$ cat src/rtl/regfile_write_arbiter.sv
// Write-port arbiter for the register file: two valid/ready writeback requesters plus a bulk clear.
// Define RR_ARB_EN for round-robin contention handling; default build uses fixed priority (req0 wins).
module regfile_write_arbiter #(
  parameter int DATA_W   = 32,
  parameter int ADDR_W   = 5,
  parameter int NUM_REGS = 32
) (
  input  logic              clock,
  input  logic              reset,
  input  logic              req0_valid,
  input  logic [ADDR_W-1:0] req0_reg,
  input  logic [DATA_W-1:0] req0_data,
  output logic              req0_ready,
  input  logic              req1_valid,
  input  logic [ADDR_W-1:0] req1_reg,
  input  logic [DATA_W-1:0] req1_data,
  output logic              req1_ready,
  input  logic              clear_start,
  output logic              clear_busy,
  output logic              clear_done,
  output logic [ADDR_W-1:0] rf_write_reg,
  output logic [DATA_W-1:0] rf_write_data,
  output logic              rf_write_enable
);

  localparam logic [ADDR_W-1:0] LAST_IDX = ADDR_W'(NUM_REGS - 1);

  typedef enum logic {IDLE, CLEAR} state_t;

  state_t state_reg;
  logic   grant0;
  logic   grant1;

`ifdef RR_ARB_EN
  // 1 means req1 is favoured on the next contention
  logic rr_ptr_reg;
`endif

  // A grant implies the matching valid, so a grant is a completed transfer.
  always_comb begin
    grant0 = 1'b0;
    grant1 = 1'b0;
    if (state_reg == IDLE && !clear_start && !reset) begin
`ifdef RR_ARB_EN
      if (req0_valid && req1_valid) begin
        grant0 = !rr_ptr_reg;
        grant1 = rr_ptr_reg;
      end else begin
        grant0 = req0_valid;
        grant1 = req1_valid;
      end
`else
      grant0 = req0_valid;
      grant1 = req1_valid && !req0_valid;
`endif
    end
  end

  assign req0_ready = grant0;
  assign req1_ready = grant1;

  always_ff @(posedge clock) begin
    if (reset) begin
      state_reg       <= IDLE;
      rf_write_enable <= 1'b0;
      rf_write_reg    <= '0;
      rf_write_data   <= '0;
      clear_busy      <= 1'b0;
      clear_done      <= 1'b0;
`ifdef RR_ARB_EN
      rr_ptr_reg      <= 1'b0;
`endif
    end else begin
      clear_done <= 1'b0;
      case (state_reg)
        IDLE: begin
          if (clear_start) begin
            // First clear write (index 1) is issued straight from the entry edge
            state_reg       <= CLEAR;
            clear_busy      <= 1'b1;
            rf_write_enable <= 1'b1;
            rf_write_reg    <= ADDR_W'(1);
            rf_write_data   <= '0;
          end else if (grant0) begin
            rf_write_enable <= (req0_reg != '0);
            rf_write_reg    <= req0_reg;
            rf_write_data   <= req0_data;
`ifdef RR_ARB_EN
            rr_ptr_reg      <= 1'b1;
`endif
          end else if (grant1) begin
            rf_write_enable <= (req1_reg != '0);
            rf_write_reg    <= req1_reg;
            rf_write_data   <= req1_data;
`ifdef RR_ARB_EN
            rr_ptr_reg      <= 1'b0;
`endif
          end else begin
            rf_write_enable <= 1'b0;
          end
        end
        CLEAR: begin
          // The output index register doubles as the clear walker
          if (rf_write_reg == LAST_IDX) begin
            state_reg       <= IDLE;
            clear_busy      <= 1'b0;
            clear_done      <= 1'b1;
            rf_write_enable <= 1'b0;
          end else begin
            rf_write_reg    <= rf_write_reg + ADDR_W'(1);
            rf_write_enable <= 1'b1;
          end
        end
      endcase
    end
  end

endmodule

$ cat config.mk
export PLATFORM = sky130hd
export DESIGN_NAME = regfile_write_arbiter
export DESIGN_NICKNAME = d
export VERILOG_FILES = /design/src/rtl/regfile_write_arbiter.sv
export SDC_FILE = /design/constraint.sdc
export NUM_CORES = 1
export LEC_CHECK = 0
export ABC_AREA = 0
export BUFFER_PORTS_ARGS = -buffer_cell sky130_fd_sc_hd__clkbuf_2
export CORE_MARGIN = 3
export CORE_UTILIZATION = 46
export CTS_CLUSTER_SIZE = 12
export DETAILED_ROUTE_END_ITERATION = 8
export GPL_TIMING_DRIVEN = 0
export HOLD_SLACK_MARGIN = 0.15
export PLACE_DENSITY = 0.86
export SYNTH_ARGS = -nofsm -noshare
export SYNTH_HDL_FRONTEND = slang
export SYNTH_SLANG_ARGS = --single-unit
$ cat constraint.sdc
create_clock -name clock -period 2.6 [get_ports clock]
set_clock_uncertainty 0.1 [all_clocks]
set_input_delay 0.78 -clock clock [delete_from_list [all_inputs] [get_ports clock]]
set_output_delay 0.78 -clock clock [all_outputs]
set_load 0.005 [all_outputs]
# Word-level counts from Yosys, hierarchy flattened
# Index checks and enable logic that the tools add are counted.
dict set report word_totals {
  ram_bits 0
  regBits 41
  rom_bits 0
  out_inout_bits 42
  latch_bits 0
  mem_count 0
  word_cells 47
  in_bits 79
}
dict set report op_classes {
  div 0
  n_bitwise 1
  shift 0
  mux 21
  n_reduce_logical 13
  mul 0
  addsub 1
  eq_ne 5
  order_cmp 0
}
# op count
set op_table {}
lappend op_table {{2-to-1 mux 32 bit} 3}
lappend op_table {{2-to-1 mux 5 bit} 4}
lappend op_table {{2-to-1 mux 1 bit} 10}
lappend op_table {{one-hot mux 5 bit (2 select lines)} 1}
lappend op_table {{nonzero test 5 bit} 2}
lappend op_table {{one-hot mux 1 bit (2 select lines)} 3}
lappend op_table {{AND reduction 2 bit} 3}
lappend op_table {{adder 5 x 1 -> 5 bit, second input constant} 1}
lappend op_table {{equality test 5 bit, second input constant} 1}
lappend op_table {{!= test 2 bit, second input constant} 2}
lappend op_table {{!= test 4 bit, second input constant} 1}
lappend op_table {{logical AND 1 bit} 3}
lappend op_table {{logical NOT 1 bit} 3}
lappend op_table {{nonzero test 3 bit} 1}
lappend op_table {{!= test 2 x 1 -> 1 bit, second input constant} 1}
lappend op_table {{OR reduction 2 bit} 1}
lappend op_table {{NOT 1 bit} 1}

# Logic depth before layout (Yosys ltp)
# Gate-level depths: netlist of the first run.
dict set report logic_depth {
  ltp_word 8
  depth_mapped 7
  ltp_nobuf 7
}

# Worst setup path before layout of the first run
# OpenSTA, ideal clock, no wires.
dict set report synth_path {
  path_kind {input to output}
  start {input clear_start}
  end {output req1_ready}
  stages 2
  path_buffers 0
  t_arrival_ns 1.296
  slack_ns 0.424
  required_ns 1.720
  path_cell_list {or2_4 -> nor4b_2}
}
dict set report synth_via {
  elab_chain_cells 4
}
# element line
set synth_rtl {}
lappend synth_rtl {{from (decl)} 18} ;# input logic clear_start,
lappend synth_rtl {{logical NOT 1 bit} 43} ;# if (state_reg == IDLE && !clear_start && !reset) begin
lappend synth_rtl {{logical AND 1 bit (2 in a row)} 43}
lappend synth_rtl {{2-to-1 mux 1 bit} 43}
lappend synth_rtl {{to (decl)} 17} ;# output logic req1_ready,
# Every way passes these cells.

# Final worst setup path of the first run
# Ends and elaborated chain as after synthesis.

==> impl_results.md, run 1 <==
* Share of layout cells above drive strength 1 at 0.439
* Hold_buf cts at 0
* Post-synthesis compound-gate area fraction at 0.169
* GPL Wtd Cong at approximately 0.79
* Post-CTS resize count at 0
* Syn_area_per_cell at about 9.4 um2
* Nets at roughly 400
* Hold crit path type: flip-flop to flip-flop
* Grt total ovfl at 0
* Top-area cell type share of the netlist area at 0.427
* Finished layout cell area at around 2700 um2
* Initial antenna violation count at 0
* Worst Hold End: rf_write_data[17]
* Status: complete, no violations
* Min Tclk post-route at about 2.5 ns
* Max stage delay on crit path at between 0.2 and 0.3 ns
* 1st-iter DRT viols at 72
* Core Area at between 3000 and 4000 um2
* Power Dens Cells at a little under 500 nW/um2
* Slew headroom at 0.711
* R2R setup slack at between 0.6 and 0.7 ns
* DRC Markers at 0
* Die X-Extent at around 71 um
* FF-to-FF path depth at 7
* Post-synthesis mux area share at 0.193
* Most frequent CP cell: clkbuf_2
* Hold path cells at 2
* Synth Area in XOR/XNOR at 0
* First-pass GRT wire length at 7970 um
* Count leader, synth: dfxtp_1
* CP Capture Type: primary output
* GRT Overall Usage at 0.194
* Standard-cell rows at 22
* Crit path cell chain: clkbuf_2 > or2_4 > nor4b_2 > clkbuf_2
* Root buffer cell: clkbuf_8
* Maximum Capacitance Violations at 0
* Sequential cell area fraction in the yosys report at 0.427
* Placed cell area at around 2600 um2
* Simple-Gate Fraction of Synth Area at 0.149
* R2R Path Start: rf_write_reg[0]
* Vias in the first global route at roughly 1800
* Crit-path max FO at 5
* Worst EP required at between 1.5 and 2 ns
* RSZ-0062 raised after global routing: false
* Final Max Slew Viols at 0
* Post-Synth Adder-Cell Area at 0.0130
* Most common library cells after synthesis: 41 x dfxtp_1, 37 x nand2_1, 34 x mux2i_1, 34 x o21ai_1, 6 x nor2_1
* CTS clk-pin slew, worst paths at 0.07 ns
* Final HPWL DP at about 3800 um
* R2r endpoint: rf_write_reg[3]
* Largest net degree at the start of global routing at 12
* Max reg flops at 32
* Syn nets at 285
* Clock share of power at 0.283
* Mapped cell area at slightly below 2000 um2
* Yosys warnings at 0
* Sequential share of power at 0.526
* FMAX at 395 MHz
* Synthesized instance count at 204
* Leading area contributor after synthesis: dfxtp_1
* I/O pin count at ~120
* Setup TNS at 0 ns
* Crit start category: input pin
* Lkg Pwr at around 1.3 nW
* P_sw at 0.329 mW
* Slowest stage cell, crit path: or2_4
* Num CTS Buffers at 5
* Ys flop type: dfxtp_1
* DRT Pass-1 Iters at 4
* DRT antenna net count at 0
* Multi-input gate area at around 1000 um2
* Max Root-Sink Buffers at 2
* Drt total wl at about 4700 um
* Met1 usage at 0.228
* Fill cells at approximately 330
* Setup Buffers After CTS at 0
* Least-Margin Pin Slew at between 0.4 and 0.5 ns
* # port buffers at between 100 and 150
* Async SR Flop Fraction at 0
* TritonCTS clock tree: yes
* Register area at approximately 800 um2
* Logic pwr share at 0.191
* EDFF count, synth at 0
* Count of different cell masters after synthesis at 40
* CP Class: input pin to primary output
* GRT Max-Usage Layer: met2
* Int Pwr at roughly 0.97 mW
* Final Setup Violations at 0
* Worst-skew pair later-pin latency at 0.28 ns
* Die height at 70.6 um
* M3 GR Usage at 0.0497
* H-tree depth at 2
* GR Util met2 at 0.339
* Crit path DAT at 1.65 ns
* Initial core utilization at 0.499
* Maximum vdd drop at around 360 uV
* Die area at 4990 um2
* WL/cell at about 13 um
* Via count at 1880
* Switching part of the total at 0.253
* Final Hold Fails at 0
* Area Growth Syn to Fin at 38.2%
* Sink Count at roughly 40
* Largest family of logic cells by synthesized area: multiplexers
* Worst Min Path Start: rf_write_data[17]
* Synth Register Bits at approximately 40
* Diode count at 0
* Top post-synthesis cells by area: dfxtp_1 43%, mux2i_1 18%, o21ai_1 8.9%
* Fin crit share at 0.973
* DR vias/cell at 4.97
layer usage:
metal | vias to the layer above | wire length, um
li1 | 971 | -
met5 | - | 0
met2 | 82 | 2220
met4 | 0 | 94
met3 | 10 | 375
met1 | 817 | 2050
critical path: cells and delay by family:
family | cells | cell delay, ns
simple gates | 2 | 0.57
buf+inv | 2 | 0.29
cells in the final DEF (no fill, tap or decap), types with 2 or more instances in the layout:
cell,count
nand2_1,37
a22oi_1,2
nor2_1,6
a211oi_1,3
o21ai_1,34
dfxtp_1,41
clkbuf_2,120
a21oi_1,2
nand2b_1,3
mux2i_1,34
clkbuf_1,3
mux2_4,2
buf_2,4
inv_1,2
clkbuf_8,5
buf_6,4
ha_1,2
cells by family (layout without fill, tap and decap cells):
family          count (synthesis)  in the layout
simple gates                   58             58
mux                            36             36
fa+ha+maj                       2              2
compound gates                 52             52
buf+inv                        15            141
flops                          41             41
worst max path at each step:
stage | start | end | slack (ns) | depth (start not counted)
final | clear_start | req1_ready | 0.07 | 4
after global routing | clear_start | req1_ready | 0.05 | 4
after CTS | clear_start | req1_ready | 0.09 | 4
after detailed placement | clear_start | req1_ready | 0.1 | 4
after global placement | clear_start | req1_ready | 0.1 | 4
after floorplan | clear_start | req1_ready | 0.42 | 2
stage by stage:
stage	cells	power [mW]	hold slack (ns)	worst slack (ns)	util
global route	378	1.38	0.364	0.0531	0.689
CTS	378	1.31	0.352	0.0926	0.689
finish	378	1.30	0.350	0.0711	0.689
detailed placement	372	0.947	0.342	0.0970	0.670
global placement	372	0.940	0.335	0.0994	0.670
floorplan	204	0.827	0.345	0.424	-
power by group through the flow:
stage	registers, mW	clock network (mW)	logic (mW)
2_1_floorplan	0.698	0	0.128
3_3_place_gp	0.696	0	0.245
3_5_place_dp	0.697	0	0.250
4_1_cts	0.683	0.378	0.251
5_1_grt	0.688	0.414	0.279
6_report	0.683	0.368	0.248
final cells by class:
| type | count | share of cell area |
|---|---|---|
| plain buffers | 12 | 0.0316 |
| multi-input cells | 148 | 0.379 |
| clock inverters | 1 | 0.00188 |
| inverters | 3 | 0.00424 |
| well taps | 48 | 0.0226 |
| repair buffers | 120 | 0.226 |
| clock buffers | 5 | 0.0259 |
| flip-flops and latches | 41 | 0.309 |
No activity file was read; power rests on OpenSTA's default activity.
==> run 2: changes to the inputs <==
BUFFER_PORTS_ARGS = -buffer_cell sky130_fd_sc_hd__buf_2   (was -buffer_cell sky130_fd_sc_hd__clkbuf_2)
GPL_ROUTABILITY_DRIVEN = 0   (was default)
==> run 2 against run 1 <==
  * Sequential cell count stayed put
  * Sequential share of layout area is 0.35 points lower
  * Clock power is 30% higher
  * Register-to-register slack hardly changed
  * Total power is 8.3% higher
  * Utilization is 0.78 points higher
  * Global-route usage hardly changed
  * Cell count is 0.26% higher
  * Fmax is 2.2% higher
  * Critical path type unchanged
  * Largest cell class unchanged
==> impl_results.md, run 2 (synthesis results as in run 1) <==
* Final Max Slew Viols at 0 (unchanged)
* Int Pwr at 1.07 mW (+11%)
* TritonCTS clock tree: yes
* Die height at 70.6 um (unchanged)
* Initial core utilization at 0.499 (unchanged)
* Drt total wl at 4730 um (-0.21%)
* First-pass GRT wire length at 8080 um (+1.4%)
* Hold path cells at 2 (unchanged)
* Share of layout cells above drive strength 1 at 0.441 (+0.00169)
* DRT antenna net count at 0 (unchanged)
* Sequential share of power at 0.484 (-0.042)
* FF-to-FF path depth at 7 (unchanged)
* Lkg Pwr at 1.30 nW (+2.2%)
* Crit path DAT at 1.59 ns (-0.06 ns)
* Fin crit share at 0.952 (-0.0211)
* Status: complete, no violations
* Diode count at 0 (unchanged)
* Max reg flops at 32 (unchanged)
* Max Root-Sink Buffers at 2 (unchanged)
* Maximum Capacitance Violations at 0 (unchanged)
* Crit-path max FO at 5 (unchanged)
* DR vias/cell at 4.98 (+0.21%)
* Most common cell after layout, fill and taps aside: buf_2
* Max stage delay on crit path at 0.28 ns (about the same)
* Logic pwr share at 0.176 (-0.015)
* Hold_buf cts at 0 (unchanged)
* Core Area at 3850 um2 (unchanged)
* WL/cell at 12.5 um (-0.47%)
* CP Buf/Inv Count at 2 (unchanged)
* Multi-input gate area at 1010 um2 (unchanged)
* Total power draw at 1.41 mW (+8.3%)
* R2R setup slack at 0.66 ns (about the same)
* Nets at 412 (unchanged)
* I/O pin count at 121 (unchanged)
* Final Setup Violations at 0 (unchanged)
* R2R Path Start: rf_write_reg[0]
* Root buffer cell: clkbuf_8
* Die X-Extent at 70.6 um (unchanged)
* Clock share of power at 0.340 (+0.057)
* Crit path cell chain: buf_2 > or2_4 > nor4b_2 > buf_2
* Power Dens Cells at 524 nW/um2 (+7.1%)
* Initial antenna violation count at 0 (unchanged)
* Min Tclk post-route at 2.47 ns (-0.0549 ns)
* GRT Overall Usage at 0.194 (-0.000467)
* Placed cell area at 2580 um2 (unchanged)
* Final HPWL DP at 3810 um (about the same)
* Setup Buffers After CTS at 0 (unchanged)
* Vias in the first global route at 1878 (+1.8%)
* Launch point of the worst path: clear_start
* Worst EP required at 1.72 ns (about the same)
* FMAX at 404 MHz (+2.2%)
* CP Class: input pin to primary output
* CP Capture Type: primary output
* Maximum vdd drop at 346 uV (-3.6%)
* Post-CTS resize count at 0 (unchanged)
* Crit start category: input pin
* CTS clk-pin slew, worst paths at 0.07 ns (about the same)
* DRC Markers at 0 (unchanged)
* P_sw at 0.335 mW (+1.8%)
* 1st-iter DRT viols at 70 (-2.8%)
* WHS at 0.347 ns (-0.00296 ns)
* Area Growth Syn to Fin at 39.8%
* Final Hold Fails at 0 (unchanged)
* Worst Min Path Start: rf_write_data[29]
* Worst Hold End: rf_write_data[29]
* Least-Margin Pin Slew at 0.436 ns (+0.00322 ns)
* Num CTS Buffers at 5 (unchanged)
* R2r endpoint: rf_write_reg[3]
* Largest net degree at the start of global routing at 13 (+1)
* H-tree depth at 2 (unchanged)
* Slew headroom at 0.709 (-0.00214)
* Register area at 821 um2 (unchanged)
* # port buffers at 120 (unchanged)
* Slowest stage cell, crit path: or2_4
* RSZ-0062 raised after global routing: false
* Via count at 1889 (+0.48%)
* Delay-heaviest family, CP: simple AND/OR/NAND/NOR gates
* Commonest non-fill, non-tap cells in the layout: 124 x buf_2, 41 x dfxtp_1, 37 x nand2_1
* Finished layout cell area at 2690 um2 (+1.1%)
* Setup TNS at 0 ns (unchanged)
* Most frequent CP cell: buf_2
* Sink Count at 41 (unchanged)
* Die area at 4990 um2 (unchanged)
* Standard-cell rows at 22 (unchanged)
* Switching part of the total at 0.238 (-0.0152)
* DRT Pass-1 Iters at 4 (unchanged)
* Worst-skew pair later-pin latency at 0.28 ns (about the same)
* Grt total ovfl at 0 (unchanged)
* Fill cells at 342 (+3.0%)
* Hold crit path type: flip-flop to flip-flop
## run 2: cell types whose count changed in the layout (fill, tap and decap cells not counted)
cell,previous run,this run
clkbuf_2,120,0
buf_2,4,124
bufinv_16,0,1
## run 2: worst max path at each step
stage,cells past startpoint,endpoint,slack (ns)
finish,4,req1_ready,0.13
global route,4,req1_ready,0.08
CTS,4,req1_ready,0.12
detailed placement,4,req1_ready,0.12
global placement,4,req1_ready,0.11
floorplan,2,req1_ready,0.42
## run 2: cell type report
cell class	instances	share of cell area
Timing Repair Buffer	120	0.224
Clock inverter	2	0.0130
Sequential cell	41	0.306
Clock buffer	5	0.0256
Multi-Input combinational cell	148	0.374
Tap cell	48	0.0224
Buffer	12	0.0312
Inverter	3	0.00419
## run 2: stage by stage
stage / worst slack [ns] / utilization / instances
final: 0.126 / 0.697 / 379
after global routing: 0.0779 / 0.697 / 379
after CTS: 0.120 / 0.697 / 379
after detailed placement: 0.125 / 0.670 / 372
after global placement: 0.109 / 0.670 / 372
after floorplan: 0.424 / - / 204
## run 2: power by group through the flow
stage          Sequential (mW)  Clock, mW  Combinational, mW
2_1_floorplan            0.698          0              0.128
6_report                 0.681      0.478              0.248
5_1_grt                  0.687      0.519              0.277
3_5_place_dp             0.696          0              0.251
3_3_place_gp             0.694          0              0.244
4_1_cts                  0.681      0.491              0.252
## run 2: layer usage
layer	wire, um	up-vias	global-route usage
met3	438	6	0.0469
met1	1980	819	0.229
met5	0	-	0
met2	2260	95	0.345
met4	55	0	0.0626
li1	-	969	-
## run 2: worst register-to-register path, stage by stage (launching register included)
cell and delay (ns):
dfxtp_1 0.35, ha_1 0.24, and3_1 0.19, ha_1 0.21, nand2_1 0.11, o21a_1 0.30
a21boi_1 0.23, o32ai_2 0.09
